**config.mk**
```make
export PLATFORM = sky130hd
export DESIGN_NAME = mptw_req_arbiter
export DESIGN_NICKNAME = d
export VERILOG_FILES = /design/src/rtl/mptw_req_arbiter.sv
export SDC_FILE = /design/constraint.sdc
export NUM_CORES = 1
export LEC_CHECK = 0
export ABC_CLOCK_PERIOD_IN_PS = 2029
export CORE_AREA = 2 2 95 97
export CTS_CLUSTER_DIAMETER = 200
export CTS_CLUSTER_SIZE = 25
export DETAILED_ROUTE_END_ITERATION = 12
export DIE_AREA = 0 0 97 99
export GPL_TIMING_DRIVEN = 1
export PLACE_DENSITY = 0.82
export SLEW_MARGIN = 5
export SYNTH_ARGS = -nofsm -noshare
export SYNTH_HDL_FRONTEND = slang
export SYNTH_SLANG_ARGS = --single-unit
```
**constraint.sdc**
```tcl
create_clock -name clk_i -period 2.03 [get_ports clk_i]
set_input_delay 0.3045 -clock clk_i [delete_from_list [all_inputs] [get_ports clk_i]]
set_output_delay 0.3045 -clock clk_i [all_outputs]
set_load 0.03 [all_outputs]
```
**src/rtl/mptw_req_arbiter.sv**
```systemverilog
// mptw_req_arbiter: round-robin front end that shares one MPT walker between NUM_REQ requesters.
//
// Ports:
//   clk_i, rst_ni            clock, asynchronous active-low reset (also resets the walker)
//   flush_i                  abort a pending or in-flight walk; no response is issued for it
//   mptw_enable_i            MPT checking enabled; low grants are answered at once (bypass)
//   req_valid_i/req_ready_o  per-requester handshake; ready is one-hot or zero, only in IDLE
//   req_spa_i/req_access_i   packed per-requester SPA and access type, requester k at slice k
//   walk_*                   walker request (valid/ready/spa/access) and completion (done/fault/format)
//   rsp_valid_o              one-cycle pulse to the granted requester
//   rsp_fault_o              registered verdict, holds between pulses
//   rsp_format_err_o         registered format error cause, holds between pulses
//   busy_o                   FSM is not IDLE
//
// Optional feature (macro MPTW_ARB_TIMEOUT_EN): a watchdog in WAIT/DRAIN. After TIMEOUT_CYCLES-1
// cycles without walk_done_i, WAIT answers with a fault plus an rsp_timeout_o pulse, and DRAIN
// returns silently to IDLE.
module mptw_req_arbiter #(
    parameter int unsigned NUM_REQ        = 2,
    parameter int unsigned SPA_W          = 56,
    parameter int unsigned ACC_W          = 2,
    parameter int unsigned FMT_W          = 2,
    parameter int unsigned TIMEOUT_CYCLES = 1024
) (
    input  logic                       clk_i,
    input  logic                       rst_ni,
    input  logic                       flush_i,
    input  logic                       mptw_enable_i,
    input  logic [NUM_REQ-1:0]         req_valid_i,
    output logic [NUM_REQ-1:0]         req_ready_o,
    input  logic [NUM_REQ*SPA_W-1:0]   req_spa_i,
    input  logic [NUM_REQ*ACC_W-1:0]   req_access_i,
    output logic                       walk_valid_o,
    input  logic                       walk_ready_i,
    output logic [SPA_W-1:0]           walk_spa_o,
    output logic [ACC_W-1:0]           walk_access_o,
    input  logic                       walk_done_i,
    input  logic                       walk_fault_i,
    input  logic [FMT_W-1:0]           walk_format_err_i,
    output logic [NUM_REQ-1:0]         rsp_valid_o,
    output logic                       rsp_fault_o,
    output logic [FMT_W-1:0]           rsp_format_err_o,
`ifdef MPTW_ARB_TIMEOUT_EN
    output logic                       rsp_timeout_o,
`endif
    output logic                       busy_o
);
    localparam int unsigned IDX_W = $clog2(NUM_REQ);

    typedef enum logic [2:0] {IDLE, BYPASS, ISSUE, WAIT, DRAIN, RESP} state_e;

    state_e             state_q, state_d;
    logic [IDX_W-1:0]   rr_ptr_q, rr_ptr_d, gnt_q, gnt_d, win;
    logic [SPA_W-1:0]   spa_q, spa_d;
    logic [ACC_W-1:0]   acc_q, acc_d;
    logic               fault_q, fault_d;
    logic [FMT_W-1:0]   fmt_q, fmt_d;
    logic               found, grant;
    int                 idx;

`ifdef MPTW_ARB_TIMEOUT_EN
    localparam int unsigned CNT_W = $clog2(TIMEOUT_CYCLES);
    logic [CNT_W-1:0]   cnt_q, cnt_d;
    logic               timeout_q, timeout_d, to_hit;
    assign to_hit        = cnt_q == CNT_W'(TIMEOUT_CYCLES - 1);
    assign rsp_timeout_o = timeout_q;
`endif

    // First valid requester at or after rr_ptr_q, wrapping around.
    always_comb begin
        win   = '0;
        found = 1'b0;
        idx   = 0;
        for (int k = 0; k < NUM_REQ; k++) begin
            idx = int'(rr_ptr_q) + k;
            if (idx >= int'(NUM_REQ)) idx = idx - int'(NUM_REQ);
            if (!found && req_valid_i[idx]) begin
                found = 1'b1;
                win   = IDX_W'(idx);
            end
        end
    end

    assign grant = (state_q == IDLE) && found && !flush_i;

    always_comb begin
        state_d  = state_q;
        rr_ptr_d = rr_ptr_q;
        gnt_d    = gnt_q;
        spa_d    = spa_q;
        acc_d    = acc_q;
        fault_d  = fault_q;
        fmt_d    = fmt_q;
`ifdef MPTW_ARB_TIMEOUT_EN
        timeout_d = 1'b0;
`endif
        case (state_q)
            IDLE: if (grant) begin
                gnt_d    = win;
                rr_ptr_d = (win == IDX_W'(NUM_REQ - 1)) ? '0 : win + 1'b1;
                spa_d    = req_spa_i[win*SPA_W +: SPA_W];
                acc_d    = req_access_i[win*ACC_W +: ACC_W];
                state_d  = mptw_enable_i ? ISSUE : BYPASS;
                // The bypass verdict is "allowed"; load it now so it shows in the BYPASS cycle.
                if (!mptw_enable_i) begin
                    fault_d = 1'b0;
                    fmt_d   = '0;
                end
            end
            BYPASS: state_d = IDLE;
            // A flush coinciding with the handshake still leaves a walk in flight, so drain it.
            ISSUE: state_d = walk_ready_i ? (flush_i ? DRAIN : WAIT) : (flush_i ? IDLE : ISSUE);
            WAIT: begin
                if (flush_i) begin
                    state_d = walk_done_i ? IDLE : DRAIN;
                end else if (walk_done_i) begin
                    state_d = RESP;
                    fault_d = walk_fault_i;
                    fmt_d   = walk_format_err_i;
                end
`ifdef MPTW_ARB_TIMEOUT_EN
                else if (to_hit) begin
                    state_d   = RESP;
                    fault_d   = 1'b1;
                    fmt_d     = '0;
                    timeout_d = 1'b1;
                end
`endif
            end
`ifdef MPTW_ARB_TIMEOUT_EN
            DRAIN: state_d = (walk_done_i || to_hit) ? IDLE : DRAIN;
`else
            DRAIN: state_d = walk_done_i ? IDLE : DRAIN;
`endif
            RESP: state_d = IDLE;
            default: state_d = IDLE;
        endcase
    end

`ifdef MPTW_ARB_TIMEOUT_EN
    // Counts only while staying in WAIT or DRAIN; any entry (including WAIT->DRAIN) restarts it.
    assign cnt_d = ((state_q == WAIT || state_q == DRAIN) && state_d == state_q) ? cnt_q + 1'b1 : '0;
`endif

    always_ff @(posedge clk_i or negedge rst_ni) begin
        if (!rst_ni) begin
            state_q  <= IDLE;
            rr_ptr_q <= '0;
            gnt_q    <= '0;
            spa_q    <= '0;
            acc_q    <= '0;
            fault_q  <= 1'b0;
            fmt_q    <= '0;
        end else begin
            state_q  <= state_d;
            rr_ptr_q <= rr_ptr_d;
            gnt_q    <= gnt_d;
            spa_q    <= spa_d;
            acc_q    <= acc_d;
            fault_q  <= fault_d;
            fmt_q    <= fmt_d;
        end
    end

`ifdef MPTW_ARB_TIMEOUT_EN
    always_ff @(posedge clk_i or negedge rst_ni) begin
        if (!rst_ni) begin
            cnt_q     <= '0;
            timeout_q <= 1'b0;
        end else begin
            cnt_q     <= cnt_d;
            timeout_q <= timeout_d;
        end
    end
`endif

    assign req_ready_o      = grant ? NUM_REQ'(1) << win : '0;
    assign walk_valid_o     = state_q == ISSUE;
    assign walk_spa_o       = spa_q;
    assign walk_access_o    = acc_q;
    assign rsp_valid_o      = (state_q == BYPASS || state_q == RESP) ? NUM_REQ'(1) << gnt_q : '0;
    assign rsp_fault_o      = fault_q;
    assign rsp_format_err_o = fmt_q;
    assign busy_o           = state_q != IDLE;
endmodule

```
==> impl_metrics.ini, run 1 <==
[layout]
area_delta_synth_final_pct = 74.55
antennaDiodeCount = 0
fillers = 708
nets = 624
fin_util_pct = 63.32
drive_gt1_share_pct = 7.186

[critical_path]
path_cells = or3_4 -> or2_4 -> nor2_4 -> buf_6
crit_path_max_fanout = 4
worst-setup-path-type = flop to output port
crit_family = simple AND/OR/NAND/NOR gates
critPathMaxStageDelay_ns = 0.43
cp.buffers_inverters = 1
slowest_stage = dfrtp_2
endpoint_kind = output port
cp-start-kind = flop
arrival_ns = 1.66
cp.required_ns = 1.73

[synth]
synth-compound-area-share_pct = 12.59
synth_top_area_cell = dfrtp_1
synth_top_family_by_area = multiplexers
ys_ff_latch = 66
synth_top_flop_cell = dfrtp_1
synth-edff-count = 0
synth_warnings = 0
ys_seq_area_share_pct = 53.25
synth_xor_xnor_area_share_pct = 0
synthMuxAreaShare_pct = 18.72
synth_top_area_share_pct = 53.25
synth_area_leaders = dfrtp_1 53%, mux2i_1 19%, nand2_1 7.3%
synthSimpleGateAreaFrac_pct = 11.25
async_flop_share_pct = 100.0
netlist_area_um2 = 3102
syn_nets = 427
synthAdderAreaFrac_pct = 0
avgSynthCellArea_um2 = 10.34
synthCells = 300
yosysUniqueCellTypes = 30

[global_route]
grt.total_usage_pct = 18.18
grt-ovfl-total = 0
grt_pass1_wl_mm = 14.06
antenna_found_initial = 0
grt_max_degree = 65
grt_pass1_vias = 2995

[place]
gp_congestion = 0.7975
dpl.hpwl_mm = 6.754
io_buffers = 193

[clock_tree]
cts_buffers = 9
cts_tree = yes
clk-insertion-delay-late_ns = 0.33
clock_sink_count = 66
cts_max_level = 3
ctsLongestPathBuffers = 2
cts_root_buf = clkbuf_8
path_clk_slew_ns = 0.07

[die]
initial_core_util_pct = 36.27
die_area_um2 = 9603
die_h_um = 99
rows = 34
design.core.area_um2 = 8551
ioPinCount = 194
die_w_um = 97

[sta]
skew_ns = 0.008337
min_period_over_period_pct = 96.78
setup_violations = 0
final_hold_viol_count = 0
fmax_mhz = 509.0
slew_violations = 0
tightestPinTransition_ns = 0.4114
period_minus_slack_ns = 1.965
max-slew-margin-rel_pct = 72.57

[detailed_routing]
avgViaCountPerCell = 4.722
first_pass_iters = 4
drtAntennaViolNets = 0
drtIter0Drc = 53
drt-total-wl_mm = 8.610
vias = 2876
avgRoutedWirePerCell_um = 14.14
drc_errors = 0

[power]
p_total_mw = 6.990
power_density_nw_per_um2 = 1291
p_leak_nw = 2.489
ir_drop_mv = 0.6922

[job]
maxCapViolCount = 0

[hold_path]
hold_class = flop to flop

[status]
status = finished clean
==> report_power, final <==
group	switching [mW]	internal [mW]	total [mW]
Combinational	2.11	1.63	3.75
Sequential	0.305	1.89	2.20
Clock	0.454	0.591	1.05
==> placed cells by master, fill, tap and decap left out, types with 2 or more instances in the layout <==
cell,synthesis,routed
buf_12,0,5
clkbuf_1,7,2
nor3_1,2,2
a22o_1,3,3
clkinv_2,0,2
clkbuf_8,0,10
nor2_1,9,9
mux2i_1,58,58
o21ai_1,20,20
dfrtp_2,0,2
dlygate4sd2_1,0,3
dfrtp_1,66,64
clkdlybuf4s50_1,0,186
nand2_1,60,60
buf_4,0,10
o21ai_0,41,40
==> state kept, by name, summed over array words and instances (netlist names) <==
| signal | count |
|---|---|
| rsp_fault_o | 1 |
| rr_ptr_q | 1 |
| walk_access_o | 2 |
| gnt_q | 1 |
| state_q | 3 |
| walk_spa_o | 56 |
| rsp_format_err_o | 2 |
==> cells by family after synthesis <==
logic type,Yosys count
DFF,66
buffers and inverters,23
AOI/OAI and AO/OA,72
muxes,58
and+or+nand+nor,81
==> per-stage QoR <==
| step | setup WS, ns | setup TNS [ns] | instances | hold WS [ns] | area (µm²) |
|---|---|---|---|---|---|
| 2_1_floorplan | 0.1616 | 0 | 300 | 0.008909 | 3102 |
| 3_3_place_gp | 0.1700 | 0 | 588 | 0.2897 | 5176 |
| 3_5_place_dp | 0.1290 | 0 | 588 | 0.2872 | 5176 |
| 4_1_cts | 0.003074 | 0 | 607 | 0.4824 | 5396 |
| 5_1_grt | -0.002732 | -0.002732 | 609 | 0.5059 | 5414 |
| 6_report | 0.06528 | 0 | 609 | 0.4792 | 5414 |
==> worst paths after layout <==
kind / from / slack [ns] / depth (start not counted) / endpoint
worst min register to register: walk_spa_o[47]$_DFFE_PN0P_ / 0.48 / 2 / walk_spa_o[47]$_DFFE_PN0P_
worst max-delay path: state_q[1]$_DFFE_PN0P_ / 0.07 / 4 / req_ready_o[1]
worst max register to register: state_q[1]$_DFFE_PN0P_ / 0.29 / 6 / walk_spa_o[51]$_DFFE_PN0P_
worst min-delay path: walk_spa_o[47]$_DFFE_PN0P_ / 0.48 / 2 / walk_spa_o[47]$_DFFE_PN0P_
max in group asynchronous: rst_ni / 1.11 / 3 / walk_spa_o[26]$_DFFE_PN0P_
min in group asynchronous: rst_ni / 0.51 / 3 / walk_spa_o[35]$_DFFE_PN0P_
==> cell usage after synthesis (2+ instances only) <==
cell type and count:
a22o_1 3, buf_2 11, buf_6 4, clkbuf_1 7, dfrtp_1 66, mux2i_1 58
nand2_1 60, nor2_1 9, nor3_1 2, o21ai_0 41, o21ai_1 20
==> layout make-up <==
cell class                 count  area, µm²  share of cell area, %
clock inverter                 3      40.04                 0.7395
tap                          108      135.1                  2.496
inverter                       1      3.754                0.06933
clock buffer                  12      145.1                  2.681
timing repair buffer         208       2102                  38.83
sequential                    66       1654                  30.55
multi-input combinational    211       1334                  24.64
==> worst min-delay path, delay by kind of cell (launching register included) <==
kind | cells | cell delay [ns]
simple gates | 1 | 0.05
compound gates | 1 | 0.06
flops | 1 | 0.34
==> metal layers <==
metal / vias up / global-route usage, % / part of all wire (%)
li1: 1432 / - / -
met1: 1319 / 19.94 / 39
met2: 114 / 32.96 / 52
met3: 11 / 5.603 / 7.5
met4: 0 / 7.042 / 1.6
met5: - / 0 / 0
==> what timing repair did <==
action | 4_1_cts | 5_1_grt
resized for setup | 6 | 1
gates cloned | 0 | 0
pin swaps | 1 | 1
endpoints found under the hold margin | 34 | 0
hold buffers | 1 | 0
setup buffers | 3 | 2
endpoints found under the setup margin | 4 | 2
No activity file was read; power rests on OpenSTA's default activity.
==> inputs of run 2 (changes only) <==
==> config.mk (replaced) <==
export PLATFORM = sky130hd
export DESIGN_NAME = mptw_req_arbiter
export DESIGN_NICKNAME = d
export VERILOG_FILES = /design/src/rtl/mptw_req_arbiter.sv
export SDC_FILE = /design/constraint.sdc
export NUM_CORES = 1
export LEC_CHECK = 0
export ABC_AREA = 1
export ABC_CLOCK_PERIOD_IN_PS = 2400
export CORE_AREA = 2 2 91 93
export CTS_CLUSTER_DIAMETER = 200
export CTS_CLUSTER_SIZE = 25
export DETAILED_ROUTE_END_ITERATION = 12
export DIE_AREA = 0 0 93 95
export GPL_TIMING_DRIVEN = 1
export PLACE_DENSITY = 0.87
export SLEW_MARGIN = 5
export SYNTH_ARGS = -nofsm -noshare
export SYNTH_HDL_FRONTEND = slang
export SYNTH_SLANG_ARGS = --single-unit
==> constraint.sdc (replaced) <==
create_clock -name clk_i -period 2.4 [get_ports clk_i]
set_input_delay 0.36 -clock clk_i [delete_from_list [all_inputs] [get_ports clk_i]]
set_output_delay 0.36 -clock clk_i [all_outputs]
set_load 0.03 [all_outputs]
==> impl_metrics.ini, run 2 <==
[synth]
synth_area_leaders = dfrtp_1 55%, nand2_1 25%, nand3_1 11%
synth-edff-count = 0
synth_top_area_cell = dfrtp_1
synth_top_flop_cell = dfrtp_1
synth_warnings = 0
netlist_area_um2 = 2987
ys_ff_latch = 66
ys_seq_area_share_pct = 55.30
synthCells = 382
avgSynthCellArea_um2 = 7.818
synth_common_cells = 196 x nand2_1, 66 x dfrtp_1, 66 x nand3_1, 13 x inv_1, 12 x buf_2
synth_top_area_share_pct = 55.30
yosysUniqueCellTypes = 16
syn_nets = 509
synth_most_common_cell = nand2_1
async_flop_share_pct = 100.0

[global_route]
grt_pass1_wl_mm = 15.04
antenna_found_initial = 0
grt_pass1_vias = 3295
grt-ovfl-total = 0
grt.total_usage_pct = 21.67
grt_max_degree = 60

[place]
place_inst = 669
io_buffers = 193
gp_congestion = 0.8268
dpl.hpwl_mm = 7.125

[critical_path]
cp-start-kind = flop
endpoint_kind = output port
arrival_ns = 1.92
cp.buffers_inverters = 2
crit_family = buffers and inverters
worst-setup-path-type = flop to output port
path_cells = inv_1 -> nand2_1 -> nor2_1 -> clkdlybuf4s50_1
crit_path_max_fanout = 4
startpoint = state_q[2]$_DFFE_PN0P_
slowest_stage = clkdlybuf4s50_1
cp.required_ns = 2.04
r2r-start = state_q[0]$_DFFE_PN0P_
critPathMaxStageDelay_ns = 0.73

[clock_tree]
cts_buffers = 9
path_clk_slew_ns = 0.08
cts_root_buf = clkbuf_8
post_cts_buffers = 0
clock_sink_count = 66
cts-resized-gates = 0
cts_max_level = 3
clk-insertion-delay-late_ns = 0.33
ctsLongestPathBuffers = 2
cts_tree = yes
cts_hold_buf = 0

[power]
p_leak_nw = 2.392
power_density_nw_per_um2 = 1222
pwr-share-seq_pct = 29.8
internal_power_mw = 3.721
ir_drop_mv = 0.5857
p_clk_share_pct = 17.5
p_switching_mw = 2.712
netSwitchingFraction_pct = 42.16
power_frac_comb_pct = 52.7

[detailed_routing]
drtIter0Drc = 115
drt-total-wl_mm = 9.503
avgRoutedWirePerCell_um = 13.87
drc_errors = 0
first_pass_iters = 6
vias = 3228
avgViaCountPerCell = 4.712
drtAntennaViolNets = 0

[layout]
antennaDiodeCount = 0
final_cell_mix = 196 x nand2_1, 190 x clkdlybuf4s50_1, 66 x nand3_1, 66 x dfrtp_1, 13 x inv_1
drive_gt1_share_pct = 5.517
mostFrequentLayoutCell = nand2_1
nets = 702
layout.cells.non_filler = 685
area_delta_synth_final_pct = 76.25
fillers = 668
largest_reg_flops = 56

[die]
design.core.area_um2 = 7928
die_h_um = 95
ioPinCount = 194
die_w_um = 93
rows = 33
initial_core_util_pct = 37.67
die_area_um2 = 8835

[sta]
rsz0062_at_grt = no
finalSetupTns_ns = 0
setup_violations = 0
fmax_mhz = 438.7
fin_hold_ws_ns = 0.006501
slew_violations = 0
tightestPinTransition_ns = 0.5526
min_period_over_period_pct = 94.98
max-slew-margin-rel_pct = 63.16
skew_ns = 0.009401
period_minus_slack_ns = 2.280
final_hold_viol_count = 0

[hold_path]
hold_class = input port to asynchronous set/reset pin

[status]
status = finished clean

[job]
maxCapViolCount = 0
-- run 2: cell types whose count changed after synthesis, sizes merged, moves of 2 or more --
cell | previous run | this run
buf | 15 | 13
a22o | 3 | 0
o21ai | 61 | 1
clkbuf | 7 | 5
nand2 | 60 | 196
nand3 | 0 | 67
nor2 | 10 | 14
a21oi | 1 | 3
inv | 1 | 13
mux2i | 58 | 0
-- run 2: kinds of logic (layout without fill, tap and decap cells) --
logic type	count (synthesis)	after routing	synth area share, %
buf+inv	31	229	4.399
flops	66	66	55.30
compound gates	4	4	0.6700
simple gates	281	281	39.63
-- run 2: final timing paths --
check                      cells past startpoint  slack (ns)                      endpoint
hold reg to reg                                2        0.48       rsp_fault_o$_DFFE_PN0P_
max in group asynchronous                      2        1.63    walk_spa_o[20]$_DFFE_PN0P_
setup reg to reg                               6        0.89  walk_access_o[0]$_DFFE_PN0P_
hold / removal                                 1       0.007     walk_spa_o[4]$_DFFE_PN0P_
min in group clk_i                             2        0.48       rsp_fault_o$_DFFE_PN0P_
setup / recovery                               4        0.12                  walk_valid_o
-- run 2: worst register-to-register path, stage by stage, from the launching register on --
cell and delay (ns):
dfrtp_1 0.44, nor2_4 0.20, nand3_4 0.13, nor2_4 0.12, buf_4 0.34, nand2_1 0.13, nand3_1 0.10
-- run 2: area by class of cell --
class	instances	area, µm²	share of cell area, %
clock buffers	9	123.9	2.353
clock inverters	7	117.6	2.234
inverters	13	48.80	0.9270
multi-input cells	285	1204	22.87
flip-flops and latches	66	1652	31.38
well taps	105	131.4	2.496
repair buffers	200	1987	37.75
-- run 2: power by group through the flow --
stage	Sequential (mW)	Clock, mW	Combinational [mW]
finish	1.92	1.12	3.39
global route	1.98	1.20	3.64
CTS	1.92	1.15	3.42
detailed placement	1.93	0	3.41
global placement	1.91	0	3.34
floorplan	2.84	0	0.957
-- run 2: metrics by stage --
stage / power (mW) / setup slack [ns] / utilization [%] / area, µm²
after global placement: 5.248 / 0.5149 / 63.35 / 5022
after global routing: 6.818 / 0.03117 / 66.40 / 5264
after floorplan: 3.794 / 0.8858 / - / 2987
after CTS: 6.494 / 0.09175 / 66.40 / 5264
after detailed placement: 5.336 / 0.4537 / 63.35 / 5022
final: 6.433 / 0.1205 / 66.40 / 5264
-- run 2: per-layer routing --
| layer | track usage (%) | up-vias | part of all wire [%] |
|---|---|---|---|
| met3 | 5.188 | 21 | 7.2 |
| met2 | 38.53 | 139 | 51 |
| met5 | 0 | - | 0 |
| li1 | - | 1586 | - |
| met1 | 24.65 | 1482 | 40 |
| met4 | 10.05 | 0 | 2.1 |
==> inputs of run 3 (changes only) <==
--- a/config.mk
+++ b/config.mk
@@ -14,7 +14,6 @@
 export DIE_AREA = 0 0 93 95
 export GPL_TIMING_DRIVEN = 1
 export PLACE_DENSITY = 0.87
-export SLEW_MARGIN = 5
 export SYNTH_ARGS = -nofsm -noshare
 export SYNTH_HDL_FRONTEND = slang
 export SYNTH_SLANG_ARGS = --single-unit
==> results of run 3 <==
No change in the layout: final DEF, timing and power equal those of run 2.
